<file path="src/rtl/mips_pkg.sv">
// ----------------------------------------------------------------------------
// mips_pkg : shared states, opcodes and select encodings for the sequencer
// Revision : 1.0 - initial release
// ----------------------------------------------------------------------------
`default_nettype none

package mips_pkg;

  typedef enum logic [2:0] {
    FETCH     = 3'd0,
    DECODE    = 3'd1,
    EXECUTE   = 3'd2,
    MEM       = 3'd3,
    WRITEBACK = 3'd4
  } state_t;

  localparam logic [5:0] OP_RTYPE = 6'h00;
  localparam logic [5:0] OP_J     = 6'h02;
  localparam logic [5:0] OP_BEQ   = 6'h04;
  localparam logic [5:0] OP_ADDI  = 6'h08;
  localparam logic [5:0] OP_LW    = 6'h23;
  localparam logic [5:0] OP_SW    = 6'h2B;

  localparam logic [5:0] ALU_ADD = 6'h20;
  localparam logic [5:0] ALU_SUB = 6'h22;

  localparam logic [1:0] PC_SRC_SEQ = 2'd0;
  localparam logic [1:0] PC_SRC_BR  = 2'd1;
  localparam logic [1:0] PC_SRC_JMP = 2'd2;

  function automatic logic is_supported(input logic [5:0] op);
    return (op == OP_RTYPE) || (op == OP_J)  || (op == OP_BEQ) ||
           (op == OP_ADDI)  || (op == OP_LW) || (op == OP_SW);
  endfunction

endpackage

`default_nettype wire

</file>
<file path="src/rtl/mips_multicycle_sequencer_if.sv">
// ----------------------------------------------------------------------------
// mips_multicycle_sequencer_if : control/handshake bundle between sequencer
//                                and datapath/memories
// Revision : 1.0 - initial release
// ----------------------------------------------------------------------------
`default_nettype none

interface mips_multicycle_sequencer_if #(
  parameter int CNT_W = 32
);
  logic [5:0]       opcode;
  logic [5:0]       funct;
  logic             alu_zero;
  logic             imem_ack;
  logic             dmem_ack;
  logic             imem_req;
  logic             dmem_req;
  logic             dmem_we;
  logic             ir_write_en;
  logic             pc_write_en;
  logic [1:0]       pc_src;
  logic             alu_src_b;
  logic [5:0]       alu_op;
  logic             reg_write_en;
  logic             reg_dst;
  logic             mem_to_reg;
  logic             illegal_instr;
  logic             bus_error;
  logic [CNT_W-1:0] instr_count;

  modport master (
    input  opcode, funct, alu_zero, imem_ack, dmem_ack,
    output imem_req, dmem_req, dmem_we, ir_write_en, pc_write_en, pc_src,
           alu_src_b, alu_op, reg_write_en, reg_dst, mem_to_reg,
           illegal_instr, bus_error, instr_count
  );

  modport slave (
    output opcode, funct, alu_zero, imem_ack, dmem_ack,
    input  imem_req, dmem_req, dmem_we, ir_write_en, pc_write_en, pc_src,
           alu_src_b, alu_op, reg_write_en, reg_dst, mem_to_reg,
           illegal_instr, bus_error, instr_count
  );
endinterface

`default_nettype wire

</file>
<file path="src/rtl/mem_timeout_counter.sv">
// ----------------------------------------------------------------------------
// mem_timeout_counter : counts unacknowledged request cycles, flags the
//                       timeout and holds a one-cycle backoff afterwards
// Revision : 1.0 - initial release
// ----------------------------------------------------------------------------
`default_nettype none

module mem_timeout_counter #(
  parameter int MEM_TIMEOUT = 16
) (
  input  wire logic clk,
  input  wire logic reset,
  input  wire logic clear_i,
  input  wire logic en_i,
  output logic      hit_o,
  output logic      backoff_o
);

  localparam int CW = $clog2(MEM_TIMEOUT + 1);
  localparam logic [CW-1:0] LAST    = CW'(MEM_TIMEOUT - 1);
  localparam logic [CW-1:0] BACKOFF = CW'(MEM_TIMEOUT);

  logic [CW-1:0] cnt_q, cnt_d;

  // The value MEM_TIMEOUT is never reached by counting, so it marks the backoff cycle.
  assign backoff_o = (cnt_q == BACKOFF);
  assign hit_o     = en_i && (cnt_q == LAST);

  always_comb begin
    cnt_d = cnt_q;
    if (clear_i || backoff_o) begin
      cnt_d = '0;
    end else if (hit_o) begin
      cnt_d = BACKOFF;
    end else if (en_i) begin
      cnt_d = cnt_q + CW'(1);
    end
  end

  always_ff @(posedge clk or negedge reset) begin
    if (!reset) begin
      cnt_q <= '0;
    end else begin
      cnt_q <= cnt_d;
    end
  end

endmodule

`default_nettype wire

</file>
<file path="src/rtl/mips_multicycle_sequencer.sv">
// ----------------------------------------------------------------------------
// mips_multicycle_sequencer : multicycle control FSM for the MIPS datapath
//                             with timed-out memory handshakes
// Revision : 1.0 - initial release
// ----------------------------------------------------------------------------
`default_nettype none

module mips_multicycle_sequencer
  import mips_pkg::*;
#(
  parameter int MEM_TIMEOUT = 16,
  parameter int CNT_W       = 32
) (
  input  wire logic                    clk,
  input  wire logic                    reset,
  mips_multicycle_sequencer_if.master  seq_if
);

  state_t           state_q, state_d;
  logic [CNT_W-1:0] count_q, count_d;
  logic             retire;

  logic w_imem_req, w_dmem_req;
  logic w_iack, w_dack;
  logic w_tmo_en, w_hit, w_backoff, w_clear;

  // Requests are gated by reset so every output reads 0 while reset is held.
  assign w_imem_req = reset && (state_q == FETCH) && !w_backoff;
  assign w_dmem_req = reset && (state_q == MEM);
  assign w_iack     = w_imem_req && seq_if.imem_ack;
  assign w_dack     = w_dmem_req && seq_if.dmem_ack;
  assign w_tmo_en   = (w_imem_req && !seq_if.imem_ack) ||
                      (w_dmem_req && !seq_if.dmem_ack);
  assign w_clear    = (state_d != state_q);

  mem_timeout_counter #(
    .MEM_TIMEOUT (MEM_TIMEOUT)
  ) u_tmo (
    .clk       (clk),
    .reset     (reset),
    .clear_i   (w_clear),
    .en_i      (w_tmo_en),
    .hit_o     (w_hit),
    .backoff_o (w_backoff)
  );

  assign seq_if.imem_req    = w_imem_req;
  assign seq_if.dmem_req    = w_dmem_req;
  assign seq_if.bus_error   = w_hit;
  assign seq_if.instr_count = count_q;

  always_comb begin
    state_d              = state_q;
    retire               = 1'b0;
    seq_if.dmem_we       = 1'b0;
    seq_if.ir_write_en   = 1'b0;
    seq_if.pc_write_en   = 1'b0;
    seq_if.pc_src        = PC_SRC_SEQ;
    seq_if.alu_src_b     = 1'b0;
    seq_if.alu_op        = 6'h00;
    seq_if.reg_write_en  = 1'b0;
    seq_if.reg_dst       = 1'b0;
    seq_if.mem_to_reg    = 1'b0;
    seq_if.illegal_instr = 1'b0;
    if (reset) begin
      case (state_q)
        FETCH: begin
          if (w_iack) begin
            seq_if.ir_write_en = 1'b1;
            seq_if.pc_write_en = 1'b1;
            seq_if.pc_src      = PC_SRC_SEQ;
            state_d            = DECODE;
          end
        end
        DECODE: begin
          if (is_supported(seq_if.opcode)) begin
            state_d = EXECUTE;
          end else begin
            seq_if.illegal_instr = 1'b1;
            state_d              = FETCH;
          end
        end
        EXECUTE: begin
          state_d = FETCH;
          retire  = 1'b1;
          case (seq_if.opcode)
            OP_RTYPE: begin
              seq_if.alu_op = seq_if.funct;
              state_d       = WRITEBACK;
              retire        = 1'b0;
            end
            OP_ADDI, OP_LW, OP_SW: begin
              seq_if.alu_op    = ALU_ADD;
              seq_if.alu_src_b = 1'b1;
              state_d          = (seq_if.opcode == OP_ADDI) ? WRITEBACK : MEM;
              retire           = 1'b0;
            end
            OP_BEQ: begin
              seq_if.alu_op = ALU_SUB;
              if (seq_if.alu_zero) begin
                seq_if.pc_write_en = 1'b1;
                seq_if.pc_src      = PC_SRC_BR;
              end
            end
            OP_J: begin
              seq_if.pc_write_en = 1'b1;
              seq_if.pc_src      = PC_SRC_JMP;
            end
            default: ;
          endcase
        end
        MEM: begin
          seq_if.dmem_we = (seq_if.opcode == OP_SW);
          if (w_dack) begin
            if (seq_if.opcode == OP_LW) begin
              state_d = WRITEBACK;
            end else begin
              state_d = FETCH;
              retire  = 1'b1;
            end
          end else if (w_hit) begin
            // Abandoned access: no writeback and not counted as retired.
            state_d = FETCH;
          end
        end
        WRITEBACK: begin
          seq_if.reg_write_en = 1'b1;
          seq_if.reg_dst      = (seq_if.opcode == OP_RTYPE);
          seq_if.mem_to_reg   = (seq_if.opcode == OP_LW);
          state_d             = FETCH;
          retire              = 1'b1;
        end
        default: state_d = FETCH;
      endcase
    end
  end

  assign count_d = count_q + CNT_W'(retire);

  always_ff @(posedge clk or negedge reset) begin
    if (!reset) begin
      state_q <= FETCH;
      count_q <= '0;
    end else begin
      state_q <= state_d;
      count_q <= count_d;
    end
  end

endmodule

`default_nettype wire

</file>
<file path="src/flat_wrapper.sv">
// flat-port wrapper written by rule: the top's interface ports become plain ports
module mips_multicycle_sequencer_flat import mips_pkg::*;
#(
  parameter int MEM_TIMEOUT = 16,
  parameter int CNT_W       = 32
)
  (clk, reset, seq_if_opcode, seq_if_funct, seq_if_alu_zero, seq_if_imem_ack, seq_if_dmem_ack, seq_if_imem_req, seq_if_dmem_req, seq_if_dmem_we, seq_if_ir_write_en, seq_if_pc_write_en, seq_if_pc_src, seq_if_alu_src_b, seq_if_alu_op, seq_if_reg_write_en, seq_if_reg_dst, seq_if_mem_to_reg, seq_if_illegal_instr, seq_if_bus_error, seq_if_instr_count);
  mips_multicycle_sequencer_if #(.CNT_W(CNT_W)) seq_if_i ();
  input  wire logic clk;
  input  wire logic reset;
  input wire logic [$bits(seq_if_i.opcode)-1:0] seq_if_opcode;
  input wire logic [$bits(seq_if_i.funct)-1:0] seq_if_funct;
  input wire logic [$bits(seq_if_i.alu_zero)-1:0] seq_if_alu_zero;
  input wire logic [$bits(seq_if_i.imem_ack)-1:0] seq_if_imem_ack;
  input wire logic [$bits(seq_if_i.dmem_ack)-1:0] seq_if_dmem_ack;
  output wire logic [$bits(seq_if_i.imem_req)-1:0] seq_if_imem_req;
  output wire logic [$bits(seq_if_i.dmem_req)-1:0] seq_if_dmem_req;
  output wire logic [$bits(seq_if_i.dmem_we)-1:0] seq_if_dmem_we;
  output wire logic [$bits(seq_if_i.ir_write_en)-1:0] seq_if_ir_write_en;
  output wire logic [$bits(seq_if_i.pc_write_en)-1:0] seq_if_pc_write_en;
  output wire logic [$bits(seq_if_i.pc_src)-1:0] seq_if_pc_src;
  output wire logic [$bits(seq_if_i.alu_src_b)-1:0] seq_if_alu_src_b;
  output wire logic [$bits(seq_if_i.alu_op)-1:0] seq_if_alu_op;
  output wire logic [$bits(seq_if_i.reg_write_en)-1:0] seq_if_reg_write_en;
  output wire logic [$bits(seq_if_i.reg_dst)-1:0] seq_if_reg_dst;
  output wire logic [$bits(seq_if_i.mem_to_reg)-1:0] seq_if_mem_to_reg;
  output wire logic [$bits(seq_if_i.illegal_instr)-1:0] seq_if_illegal_instr;
  output wire logic [$bits(seq_if_i.bus_error)-1:0] seq_if_bus_error;
  output wire logic [$bits(seq_if_i.instr_count)-1:0] seq_if_instr_count;
  assign seq_if_i.opcode = seq_if_opcode;
  assign seq_if_i.funct = seq_if_funct;
  assign seq_if_i.alu_zero = seq_if_alu_zero;
  assign seq_if_i.imem_ack = seq_if_imem_ack;
  assign seq_if_i.dmem_ack = seq_if_dmem_ack;
  assign seq_if_imem_req = seq_if_i.imem_req;
  assign seq_if_dmem_req = seq_if_i.dmem_req;
  assign seq_if_dmem_we = seq_if_i.dmem_we;
  assign seq_if_ir_write_en = seq_if_i.ir_write_en;
  assign seq_if_pc_write_en = seq_if_i.pc_write_en;
  assign seq_if_pc_src = seq_if_i.pc_src;
  assign seq_if_alu_src_b = seq_if_i.alu_src_b;
  assign seq_if_alu_op = seq_if_i.alu_op;
  assign seq_if_reg_write_en = seq_if_i.reg_write_en;
  assign seq_if_reg_dst = seq_if_i.reg_dst;
  assign seq_if_mem_to_reg = seq_if_i.mem_to_reg;
  assign seq_if_illegal_instr = seq_if_i.illegal_instr;
  assign seq_if_bus_error = seq_if_i.bus_error;
  assign seq_if_instr_count = seq_if_i.instr_count;
  mips_multicycle_sequencer #(.MEM_TIMEOUT(MEM_TIMEOUT), .CNT_W(CNT_W)) u_core (.clk(clk), .reset(reset), .seq_if(seq_if_i));
endmodule
</file>
<file path="config.mk">
export PLATFORM = sky130hd
export DESIGN_NAME = mips_multicycle_sequencer_flat
export DESIGN_NICKNAME = d
export VERILOG_FILES = /design/src/rtl/mips_pkg.sv /design/src/rtl/mips_multicycle_sequencer_if.sv /design/src/rtl/mem_timeout_counter.sv /design/src/rtl/mips_multicycle_sequencer.sv /design/src/flat_wrapper.sv
export SDC_FILE = /design/constraint.sdc
export NUM_CORES = 1
export LEC_CHECK = 0
export ABC_CLOCK_PERIOD_IN_PS = 2600
export CAP_MARGIN = 30
export CORE_UTILIZATION = 43
export CTS_CLUSTER_DIAMETER = 40
export DETAILED_ROUTE_END_ITERATION = 7
export PLACE_DENSITY = 0.87
export SETUP_SLACK_MARGIN = 0.4
export SKIP_CTS_REPAIR_TIMING = 1
export SLEW_MARGIN = 20
export SYNTH_ARGS = -nofsm -noshare
export SYNTH_HDL_FRONTEND = slang
export SYNTH_SLANG_ARGS = --single-unit
</file>
<file path="constraint.sdc">
create_clock -name clk -period 2.6 [get_ports clk]
set_input_delay 0.52 -clock clk [delete_from_list [all_inputs] [get_ports clk]]
set_output_delay 0.52 -clock clk [all_outputs]
set_load 0.02 [all_outputs]
</file>
Word-level counts from Yosys, hierarchy flattened

Index checks and enable logic that the tools add are counted.

Reduce and logical (&&, ||, !) cells: 23
Add/subtract/negate cells: 2
Magnitude comparators: 0
Bitwise operators: 0
$mul: 0
Equal/unequal tests: 12
Shifts and indexed selects: 0
Muxes and demuxes: 45
Div/mod/pow operators: 0

Operators with widths:

| cell                                                             | number |
|---|---|
| 32-bit by 1-bit adder with 32-bit output                         | 1 |
| 1-bit two-way mux                                                | 24 |
| 3-bit two-way mux                                                | 6 |
| 6-bit case mux with 3 select lines                               | 1 |
| 5-bit two-way mux                                                | 3 |
| 6-bit == test (second input constant)                            | 2 |
| 6-bit two-way mux                                                | 2 |
| 3-bit case mux with 4 select lines                               | 1 |
| 1-bit logical AND                                                | 8 |
| 1-bit logical OR                                                 | 7 |
| 3-bit by 2-bit == test with 1-bit output (second input constant) | 2 |
| 6-bit by 2-bit == test with 1-bit output (second input constant) | 1 |
| 6-bit by 3-bit == test with 1-bit output (second input constant) | 1 |
| 6-bit by 4-bit == test with 1-bit output (second input constant) | 1 |
| 6-bit logical NOT                                                | 1 |
| 2-bit two-way mux                                                | 3 |
| 3-bit case mux with 2 select lines                               | 1 |
| 5-bit by 1-bit adder with 5-bit output (second input constant)   | 1 |
| 5-bit by 4-bit == test with 1-bit output (second input constant) | 1 |
| 5-bit == test (second input constant)                            | 1 |
| 1-bit case mux with 2 select lines                               | 2 |
| 2-bit case mux with 2 select lines                               | 1 |
| 4-bit OR reduction                                               | 1 |
| 3-bit by 1-bit == test with 1-bit output (second input constant) | 1 |
| 7 further kinds                                                  | 9 |

Bits in writable memories: 0
Word-level logic and storage cells: 85
Bits in read-only memories: 0
Register bits: 40
Memories: 0
Input bits: 17
Bits in latches: 0
Output and inout bits: 51

Longest topological paths before layout

Gate-level depths: netlist of the first run.

Depth in word-level cells: 13
Mapped depth: 11
Depth with buffers taken out: 10

Cells and area by module

Synthesis of the first run repeated with hierarchy kept, for this count alone.

Cell total of the unflattened synthesis: 233
Area, all modules: 2,333.5 um^2

By module, submodules not included:

| module                    | seq. area each (um^2) | cells each | times used | area each (um^2) |
|---|---|---|---|---|
| mips_multicycle_sequencer | 875.8                 | 199        | 1          | 1,980.6 |
| mem_timeout_counter       | 125.1                 | 34         | 1          | 352.8 |

Worst setup path before layout of the first run

No wires, ideal clock.

Kind: input to register
Start: input reset
End: register u_core.count_q[30], in the netlist u_core.seq_if.instr_count[30]
Arrival time: 2.911 ns
Buffers on the path: 1
Cell stages on the path: 10
Setup time: 0.129 ns
Required time: 2.471 ns
Setup slack: -0.440 ns
Cells stage by stage: clkbuf_1 -> nand2b_1 -> or3_1 -> o21ai_0 -> ha_1 -> ha_1 -> nand4_1 -> nor4_1 -> nand4_1 -> xnor2_1

Longest elaborated chain between the ends: 6

Ends and longest elaborated chain:

| element                                    | RTL line                         | source |
|---|---|---|
| start: declaration                         | flat_wrapper.sv:10               | `input wire logic reset;` |
| 1-bit logical AND                          | mips_multicycle_sequencer.sv:29  | `assign w_dmem_req = reset && (state_q == MEM);` |
| 1-bit logical AND                          | mips_multicycle_sequencer.sv:31  | `assign w_dack = w_dmem_req && seq_if.dmem_ack;` |
| 1-bit two-way mux                          | mips_multicycle_sequencer.sv:114 | `if (w_dack) begin` |
| 1-bit case mux with 3 select lines         | mips_multicycle_sequencer.sv:66  | `case (state_q)` |
| 1-bit two-way mux *                        | mips_multicycle_sequencer.sv:65  | `if (reset) begin` |
| 32-bit by 1-bit adder with 32-bit output * | mips_multicycle_sequencer.sv:138 | `assign count_d = count_q + CNT_W'(retire);` |
| net u_core.count_d[30]                     | mips_multicycle_sequencer.sv:20  | `logic [CNT_W-1:0] count_q, count_d;` |
| end signal: assignment                     | mips_multicycle_sequencer.sv:146 | `count_q <= count_d;` |
| end: declaration                           | mips_multicycle_sequencer.sv:20  |  |

The timed path passes the listed nets; every way through them passes the cells marked *.
A chain may end at the register's enable or synchronous reset.

Worst setup path in the final report of the first run

Start: register u_core.state_q[0]
End: output seq_if_bus_error

Longest elaborated chain between the ends: 6
Elaborated cells on any way between the ends: 9
Those cells by class: 1 x eq/ne; 8 x reduce/logical

Ends and longest elaborated chain:

| element                         | RTL line                         | source |
|---|---|---|
| start: declaration              | mips_multicycle_sequencer.sv:19  | `state_t state_q, state_d;` |
| start signal: assignment        | mips_multicycle_sequencer.sv:145 | `state_q <= state_d;` |
| 3-bit logical NOT               | mips_multicycle_sequencer.sv:28  | `assign w_imem_req = reset && (state_q == FETCH) && !w_backoff;` |
| 1-bit logical AND (2 in series) | mips_multicycle_sequencer.sv:28  |  |
| 1-bit logical AND               | mips_multicycle_sequencer.sv:32  | `assign w_tmo_en = (w_imem_req && !seq_if.imem_ack) \|\|` |
| 1-bit logical OR *              | mips_multicycle_sequencer.sv:32  |  |
| 1-bit logical AND *             | mem_timeout_counter.sv:27        | `assign hit_o = en_i && (cnt_q == LAST);` |
| end: declaration                | flat_wrapper.sv:28               | `output wire logic [$bits(seq_if_i.bus_error)-1:0] seq_if_bus_error;` |

Every way passes the cells marked *; elsewhere a longest branch is shown, timed or not.

==> flow_metrics.py, run 1 <==
metrics = {
    "power": {
        "irDropWorstVdd_mv": 0.327,
        "p_total_w": 0.00162,
        "p_leak_nw": 1.74,
        "powerDensity_mw_per_mm2": 418,
    },
    "grt": {
        "grt_max_degree": 26,
        "overflow": 0,
        "grt_pass1_vias": 2136,
        "grt_pass1_wl_um": 9730,
        "antenna_found_initial": 0,
        "grtUsageTotal": 0.225,
    },
    "logic_synthesis": {
        "syn_inst": 236,
        "ys_ff_latch": 40,
        "avgSynthCellArea_um2": 9.86,
        "syn_nets": 258,
        "netlist_area_mm2": 0.00233,
        "ys_seq_area_frac": 0.430,
        "synth_cell_types": 44,
        "yosysWarnings": 0,
    },
    "timing": {
        "rsz0062_at_grt": "yes",
        "max_freq_ghz": 0.389,
        "hold_violations": 0,
        "relSlewSlack": 0.572,
        "clock_skew_ps": 5.12,
        "tightest_slew_ps": 641,
        "fin_crit_ps": 2570,
        "final.setup.worst_slack_ps": 27.0,
        "slew_violations": 0,
        "setup_viol": 0,
        "post-route-period-util": 0.990,
    },
    "floorplanning": {
        "core-area_mm2": 0.00517,
        "die_w_um": 75.5,
        "ios": 68,
        "fp.dieH_um": 75.5,
        "rows": 26,
        "die_area_mm2": 0.00571,
        "floorplan.initialDensity": 0.450,
    },
    "layout": {
        "n_antenna_cell": 0,
        "nets": 383,
        "fillCellCount": 317,
        "regArea_mm2": 0.00100,
        "fin_util": 0.751,
        "drive_gt1_frac": 0.391,
        "area_growth_pct": 67.1,
        "multiInputGateArea_mm2": 0.00156,
    },
    "clock_network": {
        "path_clk_slew_ps": 80,
        "root_buffer": "clkbuf_8",
        "worstSkewPairLatency_ps": 290,
        "tritoncts": "built",
        "clock_sinks": 40,
        "htree_levels": 2,
        "cts_made_buffers": 5,
        "clock_path_buffers": 2,
    },
    "detailed_routing": {
        "routed_wl_um": 7680,
        "drt_first_iter_violations": 173,
        "route.detailed.drc": 0,
        "ant_nets": 0,
        "num_vias": 2488,
        "drt_pass1_iterations": 6,
        "wl_per_cell_um": 17.8,
        "vias_per_cell": 5.77,
    },
    "worst_setup_path": {
        "crit_fanout": 2,
        "end_kind": "primary output",
        "r2r_slack_ps": 40,
        "crit_required_ps": 2080,
        "crit_type": "flop to primary output",
        "arrival_ps": 2050,
        "cp-start-kind": "flop",
    },
    "placement": {
        "gp_congestion": 0.853,
        "dp_hpwl_um": 4580,
        "numPortBuffers": 67,
        "pre_cts_ws_ps": -505,
    },
    "run_status": {
        "status": "completed",
    },
    "worst_hold_path": {
        "hold_class": "input pin to asynchronous set/reset pin",
    },
    "run": {
        "drv_cap": 0,
    },
}
==> placed cells by master (no fill, tap or decap), types with 4 or more instances in the layout <==
master,synthesis,layout
nand4_1,13,13
and3_1,7,5
nor2_1,8,8
xor2_1,6,6
clkbuf_2,0,10
buf_2,0,4
and4_1,6,6
buf_4,0,51
clkbuf_8,0,7
clkdlybuf4s50_1,0,41
buf_6,2,16
nor4_2,0,5
inv_1,10,8
xnor2_1,24,24
nand3_1,13,12
dfrtp_1,40,40
nand2_1,18,17
and2_1,6,4
nand4b_1,4,4
==> metal layers <==
layer  part of all wire  vias up  wire [um]  track usage
met2               0.52      110       4020        0.392
met3              0.058       17        445       0.0437
met5                  0        -          0            0
li1                   -     1125          -            -
met4              0.015        0        114       0.0679
met1               0.40     1236       3100        0.284
==> stage by stage <==
step           std cells  setup TNS (ps)  area [um2]  hold WS (ps)
2_1_floorplan        236               0        2440           224
6_report             431               0        3890           312
5_1_grt              431           -87.2        3890           323
3_3_place_gp         399          -12670        3380           457
3_5_place_dp         399          -14610        3380           462
4_1_cts              406           -8070        3470           360
==> worst paths after layout <==
check,from,to,depth (start not counted)
max in group asynchronous,reset,u_core.seq_if.instr_count[24]$_DFF_PN0_,3
min,reset,u_core.state_q[0]$_DFF_PN0_,3
min reg2reg,u_core.seq_if.instr_count[31]$_DFF_PN0_,u_core.seq_if.instr_count[31]$_DFF_PN0_,1
min in group clk,u_core.seq_if.instr_count[31]$_DFF_PN0_,u_core.seq_if.instr_count[31]$_DFF_PN0_,1
max reg2reg,u_core.state_q[0]$_DFF_PN0_,u_core.u_tmo.cnt_q[2]$_DFFE_PN0P_,6
max,u_core.state_q[0]$_DFF_PN0_,seq_if_bus_error,5
==> cell families after synthesis <==
group / share of synthesized area
AO/OA/AOI/OAI: 0.0855
XOR/XNOR: 0.113
adder cells (fa/ha/maj): 0.0312
buffers and inverters: 0.0371
flip-flops: 0.430
multiplexers: 0.0172
AND/OR/NAND/NOR: 0.286
==> flip-flops by register name, summed over array words and instances (netlist names) <==
register,count
u_core.seq_if.instr_count,32
u_core.u_tmo.cnt_q,5
u_core.state_q,3
==> power breakdown <==
| group | total [W] | internal [W] | switching [W] |
|---|---|---|---|
| clock | 0.000442 | 0.000236 | 0.000206 |
| sequential | 0.000725 | 0.000666 | 0.0000591 |
| combinational | 0.000456 | 0.000234 | 0.000222 |
| total | 0.00162 | 0.00114 | 0.000487 |
==> layout make-up <==
type / count / share of cell area
tap: 70 / 0.0225
inverter: 10 / 0.00966
sequential: 40 / 0.258
multi-input combinational: 178 / 0.402
clock buffer: 7 / 0.0248
timing repair buffer: 126 / 0.283
==> cells in the mapped netlist <==
master     instances  area (um2)
o32a_1             1        10.0
a2111oi_2          2        30.0
and3_1             7        43.8
or4b_1             1        10.0
a2111oi_0          2        17.5
nand3b_1           1        7.51
nor4b_1            1        8.76
or3_1              4        25.0
o21ai_0            5        25.0
maj3_1             1        10.0
a211oi_1           1        7.51
nor3_1             7        35.0
or4_1              1        7.51
a311oi_2           1        15.0
nor3b_1            2        15.0
dfrtp_1           40        1000
nand4b_1           4        35.0
ha_1               5        62.6
a21oi_1            3        15.0
a21boi_0           1        7.51
nand4_1           13        81.3
nand3_1           13        65.1
o32ai_1            1        8.76
and2_1             6        37.5
buf_6              2        22.5
nand2b_1           3        18.8
o41a_1             1        11.3
nand2_1           18        67.6
inv_1             10        37.5
o21a_1             1        7.51
mux2i_1            4        40.0
a41o_1             1        10.0
nor4bb_1           2        20.0
and4_1             6        52.6
clkbuf_1           7        26.3
or3b_2             1        8.76
xor2_1             6        52.6
a32oi_1            1        8.76
a31oi_1            4        25.0
nor4_1             9        56.3
nor2b_1            4        25.0
xnor2_1           24         210
or4b_4             1        13.8
nor2_1             8        30.0
==> critical path: stages (launching register included) <==
cell	delay, ps
dfrtp_1	400
or4b_4	580
buf_6	140
o32a_1	360
nor2b_2	150
buf_6	130
Power figures use the tool's default switching activity.
==> run 2, diff against run 1 <==
- CTS_BUF_LIST: not set -> sky130_fd_sc_hd__clkbuf_8 sky130_fd_sc_hd__clkbuf_16
- CTS_CLUSTER_SIZE: not set -> 30
==> results of run 2 <==
Same layout as run 1: the final DEF is identical, and so are final timing and power.
==> run 3, diff against run 2 <==
- CTS_CLUSTER_DIAMETER: 40 -> 200
- SETUP_SLACK_MARGIN: 0.4 -> 0.15
==> flow_metrics.py, run 3 (same netlist as run 1, synthesis figures left out) <==
metrics = {
    "clock_network": {
        "clock_path_buffers": 2,
        "root_buffer": "clkbuf_8",
        "htree_levels": 2,
        "clock_sinks": 40,
        "cts_made_buffers": 5,
        "path_clk_slew_ps": 80,
        "worstSkewPairLatency_ps": 300,
        "tritoncts": "built",
    },
    "timing": {
        "clock_skew_ps": 7.39,
        "max_freq_ghz": 0.374,
        "hold_violations": 0,
        "slew_violations": 0,
        "fin_crit_ps": 2670,
        "relSlewSlack": 0.527,
        "rsz0062_at_grt": "yes",
        "post-route-period-util": 1.03,
        "tightest_slew_ps": 708,
        "final.setup.worst_slack_ps": -70.4,
        "setup_viol": 2,
    },
    "power": {
        "share_seq_of_total_power": 0.463,
        "clkPwrFrac": 0.261,
        "irDropWorstVdd_mv": 0.307,
        "p_leak_nw": 1.85,
        "p_int_w": 0.00107,
        "switching_share": 0.320,
        "powerDensity_mw_per_mm2": 415,
        "power_frac_comb": 0.276,
        "p_sw_w": 0.000502,
    },
    "worst_setup_path": {
        "reg2reg_depth": 12,
        "crit_required_ps": 2080,
        "r2r-end": "u_core.seq_if.instr_count[24]$_DFF_PN0_",
        "r2r_start": "u_core.state_q[2]$_DFF_PN0_",
        "crit_type": "flop to primary output",
        "path_buf_inv": 1,
        "cpPeakStageDelay_ps": 560,
        "path_depth": 4,
        "crit_fanout": 2,
        "critPathTopFamily": "simple AND/OR/NAND/NOR gates",
        "path_cells": "or4b_4 > or3b_4 > a211oi_2 > buf_4",
        "arrival_ps": 2150,
        "crit_slowest_cell": "or4b_4",
        "cp-start-kind": "flop",
        "r2r_slack_ps": -60,
        "end_kind": "primary output",
    },
    "grt": {
        "antenna_found_initial": 0,
        "grt_pass1_wl_um": 9540,
        "grtUsageTotal": 0.223,
        "grt_pass1_vias": 2004,
        "overflow": 0,
        "grt_max_degree": 35,
    },
    "placement": {
        "numPortBuffers": 67,
        "pre_cts_ws_ps": -527,
        "place_inst": 398,
        "gp_congestion": 0.826,
        "dp_hpwl_um": 4640,
    },
    "detailed_routing": {
        "routed_wl_um": 8160,
        "vias_per_cell": 6.06,
        "ant_nets": 0,
        "num_vias": 2526,
        "drt_first_iter_violations": 194,
        "wl_per_cell_um": 19.6,
        "drt_pass1_iterations": 6,
        "route.detailed.drc": 0,
    },
    "layout": {
        "drive_gt1_frac": 0.308,
        "regArea_mm2": 0.00100,
        "fillCellCount": 315,
        "largest_reg_flops": 32,
        "n_antenna_cell": 0,
        "layout_commonest_cell": "clkdlybuf4s50_1",
        "nets": 369,
        "final_cell_mix": "43 x clkdlybuf4s50_1, 40 x dfrtp_1, 38 x buf_4, 20 x xnor2_1, 15 x dlymetal6s2s_1",
        "area_growth_pct": 62.7,
        "multiInputGateArea_mm2": 0.00152,
        "fin_cells": 417,
    },
    "run_status": {
        "violations": "setup timing",
        "status": "finished, violations left",
    },
    "floorplanning": {
        "die_area_mm2": 0.00571,
        "floorplan.initialDensity": 0.450,
        "fp.dieH_um": 75.5,
        "core-area_mm2": 0.00517,
        "ios": 68,
        "die_w_um": 75.5,
        "rows": 26,
    },
    "worst_hold_path": {
        "hold_class": "input pin to asynchronous set/reset pin",
    },
    "run": {
        "drv_cap": 0,
    },
}
## run 3: cell count changes in the layout (fill, tap and decap cells not counted), sizes merged, moves of 2 or more
cell,delta
buf,-21
clkbuf,-8
dlymetal6s2s,+12
clkdlybuf4s50,+2
## run 3: per-layer routing
layer	vias to the layer above	GRT usage	routed length, um
li1	1101	-	-
met4	0	0.0679	193
met1	1244	0.299	3270
met3	21	0.0476	613
met2	160	0.364	4080
met5	-	0	0
## run 3: worst max path at each step
| stage | from | endpoint | slack (ps) |
|---|---|---|---|
| 3_3_place_gp | seq_if_opcode[0] | seq_if_pc_src[0] | -460 |
| 4_1_cts | u_core.state_q[0]$_DFF_PN0_ | seq_if_pc_write_en | -520 |
| 3_5_place_dp | seq_if_opcode[0] | u_core.seq_if.instr_count[20]$_DFF_PN0_ | -530 |
| 6_report | u_core.state_q[1]$_DFF_PN0_ | seq_if_pc_write_en | -70 |
| 5_1_grt | u_core.state_q[2]$_DFF_PN0_ | u_core.seq_if.instr_count[24]$_DFF_PN0_ | -200 |
| 2_1_floorplan | reset | u_core.seq_if.instr_count[18]$_DFF_PN0_ | 160 |
## run 3: metrics by stage
step	area (um2)	utilization	total power (W)	hold slack, ps	setup TNS (ps)
after floorplan	2390	-	0.000898	224	0
after global placement	3330	0.645	0.00108	458	-14040
after detailed placement	3330	0.645	0.00110	468	-16520
after CTS	3420	0.660	0.00149	193	-8900
after global routing	3780	0.731	0.00163	177	-982
final	3780	0.731	0.00157	177	-133
## run 3: power by group through the flow
stage | sequential [W] | combinational [W] | clock, W
after floorplan | 0.000768 | 0.000130 | 0
after global placement | 0.000729 | 0.000352 | 0
after detailed placement | 0.000732 | 0.000364 | 0
after CTS | 0.000720 | 0.000366 | 0.000405
after global routing | 0.000734 | 0.000464 | 0.000434
final | 0.000726 | 0.000433 | 0.000410
## run 3: final cells by class
type / instances / share of cell area
clock buffers: 5 / 0.0182
clock inverters: 2 / 0.00331
inverters: 10 / 0.00992
multi-input cells: 177 / 0.400
flip-flops and latches: 40 / 0.265
well taps: 70 / 0.0231
repair buffers: 113 / 0.280
